==> src/rtl/uart_rx.sv <==
// 8N1 UART receiver: 2-flop input synchronizer, mid-bit sampling, one-cycle
// data_valid / frame_err strobes, and break recovery after a framing error.
module uart_rx #(
  parameter int unsigned CLK_FREQ  = 50_000_000,
  parameter int unsigned BAUD_RATE = 115_200
) (
  input  logic       clk,
  input  logic       rst_n,
  input  logic       rx,
  output logic [7:0] data_out,
  output logic       data_valid,
  output logic       frame_err,
  output logic       busy
);

  localparam int unsigned BAUD_DIV  = CLK_FREQ / BAUD_RATE;
  localparam int unsigned HALF_DIV  = BAUD_DIV / 2;
  localparam logic [15:0] BIT_LAST  = 16'(BAUD_DIV - 1);
  localparam logic [15:0] HALF_LAST = 16'(HALF_DIV - 1);

  typedef enum logic [2:0] {
    S_IDLE,
    S_START,
    S_DATA,
    S_STOP,
    S_RECOVER
  } state_e;

  state_e      state_q;
  logic        rx_meta_q;
  logic        rx_s_q;
  logic [15:0] baud_cnt_q;
  logic [2:0]  bit_idx_q;
  logic [7:0]  shift_q;
  logic [7:0]  data_q;
  logic        valid_q;
  logic        ferr_q;
  logic        busy_q;

  logic [15:0] baud_cnt_d;
  assign baud_cnt_d = baud_cnt_q + 16'd1;

  // Synchronizer resets to the idle level so leaving reset never looks like a start bit.
  always_ff @(posedge clk or negedge rst_n) begin
    if (!rst_n) begin
      rx_meta_q <= 1'b1;
      rx_s_q    <= 1'b1;
    end else begin
      // NOTE: non-blocking assignments keep the two stages distinct; blocking would collapse them into one flop.
      rx_meta_q <= rx;
      rx_s_q    <= rx_meta_q;
    end
  end

  always_ff @(posedge clk or negedge rst_n) begin
    if (!rst_n) begin
      state_q    <= S_IDLE;
      baud_cnt_q <= '0;
      bit_idx_q  <= '0;
      shift_q    <= '0;
      data_q     <= '0;
      valid_q    <= 1'b0;
      ferr_q     <= 1'b0;
      busy_q     <= 1'b0;
    end else begin
      valid_q <= 1'b0;
      ferr_q  <= 1'b0;
      unique case (state_q)
        S_IDLE: begin
          if (!rx_s_q) begin
            baud_cnt_q <= '0;
            busy_q     <= 1'b1;
            state_q    <= S_START;
          end
        end
        S_START: begin
          if (baud_cnt_q == HALF_LAST) begin
            baud_cnt_q <= '0;
            bit_idx_q  <= '0;
            if (!rx_s_q) begin
              state_q <= S_DATA;
            end else begin
              busy_q  <= 1'b0;
              state_q <= S_IDLE;
            end
          end else begin
            baud_cnt_q <= baud_cnt_d;
          end
        end
        S_DATA: begin
          if (baud_cnt_q == BIT_LAST) begin
            baud_cnt_q <= '0;
            shift_q    <= {rx_s_q, shift_q[7:1]};
            if (bit_idx_q == 3'd7) state_q   <= S_STOP;
            else                   bit_idx_q <= bit_idx_q + 3'd1;
          end else begin
            baud_cnt_q <= baud_cnt_d;
          end
        end
        S_STOP: begin
          // Leaving at mid-stop-bit gives half a bit of slack for back-to-back frames.
          if (baud_cnt_q == BIT_LAST) begin
            baud_cnt_q <= '0;
            if (rx_s_q) begin
              data_q  <= shift_q;
              valid_q <= 1'b1;
              busy_q  <= 1'b0;
              state_q <= S_IDLE;
            end else begin
              ferr_q  <= 1'b1;
              state_q <= S_RECOVER;
            end
          end else begin
            baud_cnt_q <= baud_cnt_d;
          end
        end
        S_RECOVER: begin
          if (rx_s_q) begin
            busy_q  <= 1'b0;
            state_q <= S_IDLE;
          end
        end
        default: begin
          busy_q  <= 1'b0;
          state_q <= S_IDLE;
        end
      endcase
    end
  end

  assign data_out   = data_q;
  assign data_valid = valid_q;
  assign frame_err  = ferr_q;
  assign busy       = busy_q;

endmodule

==> config.mk <==
export PLATFORM = sky130hd
export DESIGN_NAME = uart_rx
export DESIGN_NICKNAME = d
export VERILOG_FILES = /design/src/rtl/uart_rx.sv
export SDC_FILE = /design/constraint.sdc
export NUM_CORES = 1
export LEC_CHECK = 0
export ABC_AREA = 1
export BUFFER_PORTS_ARGS = -buffer_cell sky130_fd_sc_hd__buf_2
export CAP_MARGIN = 20
export CORE_ASPECT_RATIO = 0.8
export CORE_UTILIZATION = 40
export CTS_BUF_LIST = sky130_fd_sc_hd__clkbuf_4
export DETAILED_ROUTE_END_ITERATION = 8
export PLACE_DENSITY_LB_ADDON = 0.1
export SLEW_MARGIN = 0
export SYNTH_ARGS = -nofsm -noshare
export SYNTH_HDL_FRONTEND = slang
export SYNTH_SLANG_ARGS = --single-unit
==> constraint.sdc <==
create_clock -name clk -period 4.7 [get_ports clk]
set_clock_uncertainty 0.1 [all_clocks]
set_input_delay 0.47 -clock clk [delete_from_list [all_inputs] [get_ports clk]]
set_output_delay 0.47 -clock clk [all_outputs]
set_load 0.05 [all_outputs]
### Word level (Yosys, flattened, before mapping)

Cells that the tools add are included.

* add/sub/neg operators: 2
* equal/unequal tests: 14
* mux-type cells: 28
* bitwise gates (word level): 1
* reduce and logical (&&, ||, !) cells: 10

Operators by type and width (number)
* $mux W16: 3
* $pmux W16 S3: 1
* $mux W3: 10
* $add A16 B1 Y16 const B: 1
* $eq A16 B8 Y1 const B: 1
* $eq A16 B9 Y1 const B: 1
* $pmux W3 S5: 1
* $ne A2 B2 Y1 const B: 7
* $mux W1: 10
* $reduce_and A4 Y1: 2
* $eq A3 B2 Y1 const B: 2
* $eq A3 B3 Y1 const B: 2
* $pmux W3 S2: 1
* $reduce_and A6 Y1: 1
* $pmux W1 S5: 1
* $reduce_and A2 Y1: 2
* $add A3 B1 Y3 const B: 1
* $eq A3 B1 Y1 const B: 1
* $logic_not A3 Y1: 1
* $reduce_and A3 Y1: 1
* $reduce_bool A3 Y1: 1
* $mux W2: 1
* $reduce_bool A2 Y1: 1
* $reduce_or A2 Y1: 1
* $not A1 Y1: 1

* register bits after elaboration: 43
* input port bits: 3
* output and inout bits: 11
* logic and storage cells: 65

### Longest topological paths before layout

Gate-level depths: netlist of the first run.

* depth after elaboration: 4
* depth in mapped cells: 13
* mapped depth without buffers: 13

### Worst setup path after synthesis of the first run

No wires, ideal clock.

* path type: register to register
* start point: register baud_cnt_q[1]
* end point: register data_q[6], in the netlist data_out[6]
* arrival time: 1.382 ns
* data required time: 4.481 ns
* path slack: 3.099 ns
* stages on the path, launching flop included: 13
* path buffers: 1
* period minus slack after synthesis: 1.601 ns
* path through: dfrtp_1 -> inv_1 -> ha_1 -> inv_1 -> nor2_1 -> nand2_1 -> nor2_1 -> nand2_2 -> inv_2 -> nand3_4 -> buf_6 -> nand2_2 -> o21ai_2

* longest elaborated chain between the ends: 2

Ends and longest elaborated chain
* from (decl): RTL line 32 `logic [15:0] baud_cnt_q;`
* from (signal assigned): RTL line 87 `baud_cnt_q <= baud_cnt_d;`
* from (signal assigned): RTL line 97 `baud_cnt_q <= baud_cnt_d;`
* from (signal assigned): RTL line 114 `baud_cnt_q <= baud_cnt_d;`
* $eq A16 B9 Y1: RTL line 102 `if (baud_cnt_q == BIT_LAST) begin`
* $reduce_and A3 Y1 (no line)
* to (signal assigned): RTL line 105 `data_q <= shift_q;`
* to (decl): RTL line 35 `logic [7:0] data_q;`

No other way between the ends.
A chain may end at the register's enable or synchronous reset.

### Worst setup path in the final report of the first run

* start point: register state_q[2]
* end point: register baud_cnt_q[7]

* longest elaborated chain between the ends: 4
* elaborated cells between the ends (all ways): 9
* those cells by class: eq/ne: 4; mux: 1; reduce/logical: 4

Ends and longest elaborated chain
* from (decl): RTL line 29 `state_e state_q;`
* from (signal assigned): RTL line 57 `state_q <= S_IDLE;`
* from (signal assigned): RTL line 73 `state_q <= S_START;`
* from (signal assigned): RTL line 81 `state_q <= S_DATA;`
* $eq A3 B2 Y1: RTL line 68 `unique case (state_q)`
* $reduce_or A2 Y1 (no line)
* $reduce_bool A3 Y1 (no line)
* $reduce_and A2 Y1 (no line)

Several ways; a longest one is shown, not always the timed one.

==> results of run 1 <==
[sequential cells by signal, indices dropped and copies added (netlist names)]
signal	count
data_valid	1
bit_idx_q	3
rx_s_q	1
busy	1
shift_q	8
rx_meta_q	1
data_out	8
baud_cnt_q	16
frame_err	1
state_q	3
[cells in the mapped netlist (all sizes together)]
cell type	count	area share, %
a21oi	1	0.38
a31o	1	0.38
buf	4	1.5
clkinv	1	0.16
dfrtp	41	45
dfstp	2	2.3
ha	5	2.7
inv	32	5.3
nand2	84	14
nand3	15	4.3
nand3b	2	0.66
nand4	4	1.1
nor2	45	8.3
nor3	2	0.44
o211ai	3	0.99
o21a	1	0.33
o21ai	29	7.7
o21bai	2	0.66
or2	1	0.27
xnor2	2	0.77
xor2	6	2.3
[metal layers]
layer	vias to the layer above	track usage, %	wire (um)
met3	8	3.81	206
met2	36	24.5	1890
met5	-	0	0
met4	0	5.19	59
li1	928	-	-
met1	788	23.9	2270
[cell usage in the layout, fill, tap and decap left out, types with 3 or more instances in the layout]
cell	instances
ha_1	5
clkbuf_4	5
nand2_1	79
o21ai_0	5
o21ai_2	8
inv_2	7
inv_1	25
nand4_1	4
o211ai_1	3
o21ai_1	16
buf_2	13
nor2_1	41
dfrtp_1	41
nand3_1	12
nand2_2	5
xor2_1	6
[cell families after synthesis]
logic type      Yosys count  synth area share [%]
fa+ha+maj                 5                  2.75
compound gates           37                  10.4
simple gates            153                  29.4
xor+xnor                  8                  3.08
flops                    43                  47.3
buf+inv                  37                  6.97
[metrics by stage]
step / total power, W / utilization [%] / cell area [um2] / hold slack (ns) / worst slack (ns)
5_1_grt: 0.000648 / 46.1 / 2520 / 0.0621 / 2.54
6_report: 0.000617 / 46.1 / 2520 / 0.102 / 2.74
3_3_place_gp: 0.000389 / 44.0 / 2410 / 0.247 / 2.78
4_1_cts: 0.000626 / 45.5 / 2490 / 0.0864 / 2.75
3_5_place_dp: 0.000389 / 44.0 / 2410 / 0.249 / 2.82
2_1_floorplan: 0.000380 / - / 2280 / 0.0744 / 3.10
[power by group]
group          total (W)  internal [W]  switching (W)  leakage, nW
Clock           0.000233      0.000112       0.000121       0.0452
Combinational  0.0000115    0.00000327     0.00000824        0.600
Sequential      0.000373      0.000372     0.00000130        0.574
Total           0.000617      0.000487       0.000131         1.22
[critical path: stages, from the launching register on]
cell and delay [ns]:
dfrtp_1 0.43, nor2_1 0.27, nand3_2 0.14, nand2_1 0.43, inv_2 0.16, nand2_1 0.11, xor2_1 0.15, nor2_1 0.05
[final cells by class]
cell class,count,area (um2)
fill,569,2950
inverter,33,124
multi-input combinational,203,1040
sequential,43,1080
tap,78,97.6
timing repair buffer,15,95.1
clock inverter,3,43.8
clock buffer,5,37.5
[worst min path at each step]
stage	startpoint	end	slack (ns)	depth (start not counted)
after global placement	rx_meta_q	rx_s_q	0.25	0
after CTS	rx	rx_meta_q	0.09	1
after floorplan	rst_n	baud_cnt_q[0]	0.07	0
final	rx	rx_meta_q	0.10	1
after global routing	rx	rx_meta_q	0.06	1
after detailed placement	rx_meta_q	rx_s_q	0.25	0
[repair_timing]
action / CTS / global route
endpoints found under the hold margin: 0 / 13
setup endpoints to repair: 0 / 0
hold buffers: 0 / 1
==> results.toml, run 1 <==
[status]
status = "finished, final reports clean"

[synth]
syn_area_mm2 = 0.00228
syn_nets = 291
yosys_warnings = 0
synth_seq_cells = 43
ys_seq_area_share_pct = 47.3
synth_cell_types = 31
avgSynthCellArea_um2 = 8.05
syn_inst = 283

[routing]
routed_via_density = 4.63
drtPass1Iterations = 4
drtIter0Drc = 109
drt.antenna.violating_nets = 0
routed_wirelength_um = 4430
drc_errors = 0
routed-via-count = 1760
wl_per_cell_um = 11.7

[floorplanning]
die-area_mm2 = 0.00600
die_w_um = 86.4
io_pins = 14
rows = 24
core_area_mm2 = 0.00547
chipHeight_um = 69.5
initial_core_util_pct = 41.7

[timing]
fin_setup_tns_ns = 0
setup_viol = 0
min_period_over_period_pct = 41.8
relSlewSlack_pct = 64.4
tightestPinTransition_ns = 0.532
hold_violations = 0
slew_viol_final = 0
fmax_mhz = 509
rsz0062_at_grt = "no"
min_period_ns = 1.96

[clocking]
htree_levels = 2
cts_sinks = 43
cts.repair.resized = 0
clock_latency_ns = 0.35
cts_tree = "done"
cts_root_buf = "clkbuf_4"
clk_pin_slew_ns = 0.13
cts_inserted_buffers = 5
postCtsSetupBuffers = 0
clockBufferDepth = 2

[critical_path]
end_kind = "flop"
crit_required_ns = 4.83
rr_worst_depth = 7
timing.rr.start = "state_q[2]"
reg2reg_setup_slack_ns = 2.74
timing.rr.end = "baud_cnt_q[7]"
critPathKind = "flop to flop"
endpoint = "baud_cnt_q[7]"
startpoint = "state_q[2]"
path_max_fanout = 13
cp.arrival_ns = 2.10
startpoint_type = "flop"

[placement]
portBuffers = 13
dp_hpwl_um = 3210
dp_cells = 370
place.gp.congestion = 0.887

[power]
leakagePower_nw = 1.22
vdd_drop_max_mv = 0.104
pwr_density_cell_mw_per_mm2 = 245

[grt]
antenna_found_initial = 0
grt_first_pass_wirelength_um = 7800
gr-total-overflow = 0
gr-usage-all-layers_pct = 16.5
grt_pass1_vias = 1679
grt_max_degree = 44

[layout]
nets = 309
drive_gt1_share_pct = 17.9
num_antenna_cells = 0
fin_cells = 380
areaGrowthSynthToFinish_pct = 10.5

[worst_hold_path]
worstHoldPathType = "input pin to flop"

[flow_run]
cap_violations = 0
No activity file was read; power rests on OpenSTA's default activity.
==> run 2, diff against run 1 <==
- ABC_AREA: 1 -> 0
- clock period: 4.7 -> 1.65 ns (I/O delays scaled with it)
==> results.toml, run 2 <==
[placement]
dp_hpwl_um = 3380
place.gp.congestion = 0.853
post-place-ws_ns = -0.578
portBuffers = 13
dp_cells = 306

[layout]
seq_area_mm2 = 0.00108
fill_cells = 411
num_antenna_cells = 0
fin_cells = 324
largest_register_ffs = 16
layout_common_cells = "44 x buf_4, 41 x dfrtp_1, 15 x nand2_1"
top_register = "baud_cnt_q"
drive_gt1_share_pct = 48.5
areaGrowthSynthToFinish_pct = 44.3
nets = 269
multi_input_area_mm2 = 0.00115
layout_commonest_cell = "buf_4"

[timing]
tightestPinTransition_ns = 0.465
fmax_mhz = 504
hold_violations = 0
worst_slack_ns = -0.333
min_period_over_period_pct = 120
setup_viol = 41
slew_viol_final = 0
rsz0062_at_grt = "yes"
relSlewSlack_pct = 69.0
min_period_ns = 1.98

[synth]
netlist_top_cells_count = "41 x dfrtp_1, 20 x nand2_1, 17 x mux2_2"
yosys_warnings = 0
synthTopCellsByArea = "dfrtp_1 49%, mux2_2 9.2%, nand2_1 3.6%"
synth_cell_types = 39
netlist.area_leader.share_pct = 49.2
yosysTopAreaCell = "dfrtp_1"
synth_edf_count = 0
syn_nets = 200
avgSynthCellArea_um2 = 10.9
postSynth.asyncResetShare_pct = 100
synth_ff_type = "dfrtp_1"
yosysMostFrequentCell = "dfrtp_1"
ys_seq_area_share_pct = 51.8
syn_inst = 192
synth_seq_cells = 43
syn_area_mm2 = 0.00208

[clocking]
cts_tree = "done"
cts_root_buf = "clkbuf_4"
clk_pin_slew_ns = 0.14
cts_inserted_buffers = 5
cts_sinks = 43
htree_levels = 2
clock_latency_ns = 0.35
clockBufferDepth = 2

[status]
violations = "negative setup slack"
status = "finished with violations"

[routing]
routed_wirelength_um = 5140
routed-via-count = 1748
drtIter0Drc = 84
drt.antenna.violating_nets = 0
drtPass1Iterations = 4
drc_errors = 0
routed_via_density = 5.40
wl_per_cell_um = 15.9

[power]
pwr_density_cell_mw_per_mm2 = 643
leakagePower_nw = 1.45
p_sw_w = 0.000372
internal_power_w = 0.00156
pwr-share-clk_pct = 43.1
p_seq_share_pct = 54.9
pwr-share-comb_pct = 2.1
vdd_drop_max_mv = 0.549
sw_frac_of_total_pct = 19.3

[flow_run]
cap_violations = 0

[floorplanning]
initial_core_util_pct = 41.6
die-area_mm2 = 0.00550
die_w_um = 82.7
core_area_mm2 = 0.00501
rows = 23
chipHeight_um = 66.6
io_pins = 14

[critical_path]
startpoint_type = "flop"
crit_chain = "nor4_2, and4_4, nor3b_4, buf_12, mux2_4"
cp_slowest_stage_delay_ns = 0.42
critPathKind = "flop to flop"
end_kind = "flop"
cp.arrival_ns = 2.12
cpMaxStageDelayCell = "dfrtp_1"
crit_required_ns = 1.79
path_max_fanout = 8

[grt]
grt_first_pass_wirelength_um = 8230
antenna_found_initial = 0
gr-usage-all-layers_pct = 20.0
gr-total-overflow = 0
grt_pass1_vias = 1771
grt_max_degree = 26

[worst_hold_path]
worstHoldPathType = "input pin to async pin"
-- run 2: changes by cell type after synthesis, moves of 5 or more --
cell / previous run / this run
a21oi_1: 0 / 6
a22o_1: 0 / 6
inv_1: 25 / 5
inv_2: 7 / 0
mux2_2: 0 / 17
nand2_1: 79 / 20
nand2_2: 5 / 0
nand3_1: 12 / 7
nor2_1: 41 / 13
o21ai_0: 5 / 12
o21ai_1: 16 / 0
o21ai_2: 8 / 0
-- run 2: cell type report --
class / instances / share of cell area [%]
Multi-Input combinational cell: 136 / 38.2
Clock inverter: 2 / 2.00
Clock buffer: 6 / 1.50
Tap cell: 62 / 2.58
Inverter: 5 / 0.707
Timing Repair Buffer: 70 / 19.1
Sequential cell: 43 / 35.9
-- run 2: timing repair --
| item | 4_1_cts | 5_1_grt |
|---|---|---|
| hold endpoints to repair | 19 | 0 |
| setup endpoints to repair | 41 | 41 |
| gates cloned | 0 | 0 |
| buffers inserted | 4 | 4 |
| pin swaps | 9 | 16 |
| hold buffers | 2 | 0 |
| resized for setup | 23 | 34 |
-- run 2: routing by layer --
layer  track usage [%]  up-vias  routed length [um]  share of wire [%]
li1                  -      842                   -                  -
met1              27.1      870                2370                 46
met2              32.6       32                2540                 49
met3              4.38        4                 200                3.9
met4              4.09        0                  30               0.58
met5                 0        -                   0                  0
-- run 2: worst paths after layout --
| kind | startpoint | to | slack, ns | cells past startpoint |
|---|---|---|---|---|
| min reg2reg | rx_meta_q | rx_s_q | 0.28 | 0 |
| max in group asynchronous | rst_n | rx_meta_q | 0.70 | 3 |
| max | baud_cnt_q[2] | data_out[7] | -0.33 | 5 |
| min in group clk | rx_meta_q | rx_s_q | 0.28 | 0 |
| max reg2reg | baud_cnt_q[2] | data_out[7] | -0.33 | 5 |
| min | rst_n | bit_idx_q[1] | 0.18 | 2 |
-- run 2: cell families after synthesis --
family | count (synthesis) | share of synthesized area [%]
and+or+nand+nor | 67 | 17.0
muxes | 19 | 10.2
adders and majority gates | 5 | 3.00
xor gates and xnor gates | 4 | 1.68
DFF | 43 | 51.8
buffers and inverters | 13 | 2.70
AOI/OAI and AO/OA | 41 | 13.7
-- run 2: per-stage QoR --
step	TNS (ns)	utilization, %	total power [W]	cell area [um2]	hold slack (ns)
global placement	-11.91	51.6	0.00112	2580	0.0316
detailed placement	-13.40	51.6	0.00112	2580	0.0404
CTS	-11.04	56.4	0.00195	2830	0.195
floorplan	-7.15	-	0.00109	2100	-0.231
finish	-10.42	60.0	0.00193	3010	0.176
global route	-14.32	60.0	0.00201	3010	0.203
-- run 2: power by group through the flow --
| stage | Sequential (W) | Clock [W] | Combinational, W |
|---|---|---|---|
| 3_3_place_gp | 0.00108 | 0 | 0.0000365 |
| 6_report | 0.00106 | 0.000832 | 0.0000402 |
| 4_1_cts | 0.00106 | 0.000846 | 0.0000413 |
| 5_1_grt | 0.00106 | 0.000902 | 0.0000458 |
| 3_5_place_dp | 0.00108 | 0 | 0.0000376 |
| 2_1_floorplan | 0.00108 | 0 | 0.00000628 |
-- run 2: critical path, delay by kind of cell, from the launching register on --
kind,cells,cell delay (ns)
mux,1,0.30
simple gates,3,0.89
buf+inv,1,0.17
flops,1,0.42
==> run 3, diff against run 2 <==
- MAX_ROUTING_LAYER: default -> met4
==> results.toml, run 3 (synthesis results as in run 2) <==
[clocking]
cts_inserted_buffers = 5
clk_pin_slew_ns = 0.13
cts_sinks = 43
cts_tree = "done"
cts_root_buf = "clkbuf_4"
clockBufferDepth = 2
clock_latency_ns = 0.35
htree_levels = 2

[grt]
gr-usage-all-layers_pct = 20.5
grt_max_degree = 26
antenna_found_initial = 0
gr-total-overflow = 0
grt_first_pass_wirelength_um = 8220
grt_pass1_vias = 1772

[timing]
rsz0062_at_grt = "yes"
tightestPinTransition_ns = 0.460
min_period_over_period_pct = 120
setup_viol = 41
relSlewSlack_pct = 69.4
hold_violations = 0
fmax_mhz = 504
worst_slack_ns = -0.336
slew_viol_final = 0
min_period_ns = 1.99

[power]
vdd_drop_max_mv = 0.549
pwr_density_cell_mw_per_mm2 = 642
p_sw_w = 0.000369
pwr-share-comb_pct = 2.1
pwr-share-clk_pct = 43.0
internal_power_w = 0.00156
leakagePower_nw = 1.45
total_power_w = 0.00193
p_seq_share_pct = 54.9
sw_frac_of_total_pct = 19.1

[routing]
drt.antenna.violating_nets = 0
drtPass1Iterations = 4
routed_via_density = 5.43
drc_errors = 0
routed_wirelength_um = 5180
drtIter0Drc = 84
wl_per_cell_um = 16.0
routed-via-count = 1758

[floorplanning]
chipHeight_um = 66.6
die_w_um = 82.7
die-area_mm2 = 0.00550
initial_core_util_pct = 41.6
io_pins = 14
core_area_mm2 = 0.00501
rows = 23

[worst_hold_path]
worstHoldPathType = "input pin to async pin"

[critical_path]
critPathKind = "flop to flop"
cp.arrival_ns = 2.13
crit_required_ns = 1.79
end_kind = "flop"
path_max_fanout = 8
startpoint_type = "flop"

[status]
violations = "negative setup slack"
status = "finished with violations"

[layout]
num_antenna_cells = 0
nets = 269
final_core_util_pct = 60.0
top_register = "baud_cnt_q"
areaGrowthSynthToFinish_pct = 44.3
drive_gt1_share_pct = 48.5
layout_common_cells = "44 x buf_4, 41 x dfrtp_1, 15 x nand2_1"
largest_register_ffs = 16
layout_commonest_cell = "buf_4"

[placement]
post-place-ws_ns = -0.578
place.gp.congestion = 0.866
portBuffers = 13
dp_hpwl_um = 3380

[flow_run]
cap_violations = 0
## run 3: what timing repair did
item                                   in CTS  in global routing
hold buffers                                2                  0
pin swaps                                   9                 16
buffers inserted                            4                  4
gates resized for setup                    23                 34
setup endpoints to repair                  41                 41
endpoints found under the hold margin      19                  0
## run 3: layer usage
layer	vias to the layer above	part of all wire, %	global-route usage, %	routed length, um
li1	840	-	-	-
met1	884	47	26.8	2420
met2	32	50	32.9	2570
met3	2	3.3	4.38	173
met4	0	0.29	4.09	15
met5	-	0	-	0
## run 3: critical path, stage by stage, from the launching register on
cell and delay, ns:
dfrtp_1 0.42, nor4_2 0.38, and4_4 0.30, nor3b_4 0.22
buf_12 0.17, mux2_4 0.30
## run 3: through the flow
step / instances / hold slack (ns) / setup TNS, ns / instance area, um2
floorplan: 192 / -0.231 / -7.15 / 2100
global placement: 306 / 0.0316 / -11.91 / 2580
detailed placement: 306 / 0.0404 / -13.40 / 2580
CTS: 320 / 0.195 / -11.04 / 2830
global route: 324 / 0.206 / -14.36 / 3010
finish: 324 / 0.176 / -10.52 / 3010
## run 3: cell type report
type / instances / area [um2]
clock buffers: 6 / 45.0
repair buffers: 70 / 574
fillers: 411 / 2000
well taps: 62 / 77.6
clock inverters: 2 / 60.1
inverters: 5 / 21.3
flip-flops and latches: 43 / 1080
multi-input cells: 136 / 1150
## run 3: path summary, 6_finish.rpt
| check | from | to | slack, ns | cells after the start |
|---|---|---|---|---|
| max in group asynchronous | rst_n | rx_meta_q | 0.70 | 3 |
| max reg2reg | baud_cnt_q[2] | data_out[7] | -0.34 | 5 |
| max | baud_cnt_q[2] | data_out[7] | -0.34 | 5 |
| min reg2reg | rx_meta_q | rx_s_q | 0.28 | 0 |
| min | rst_n | frame_err | 0.18 | 2 |
| min in group clk | rx_meta_q | rx_s_q | 0.28 | 0 |
## run 3: power by group through the flow
stage	Combinational [W]	Sequential (W)	Clock [W]
after floorplan	0.00000628	0.00108	0
after global placement	0.0000365	0.00108	0
after detailed placement	0.0000376	0.00108	0
after CTS	0.0000413	0.00106	0.000846
after global routing	0.0000458	0.00106	0.000900
final	0.0000400	0.00106	0.000829
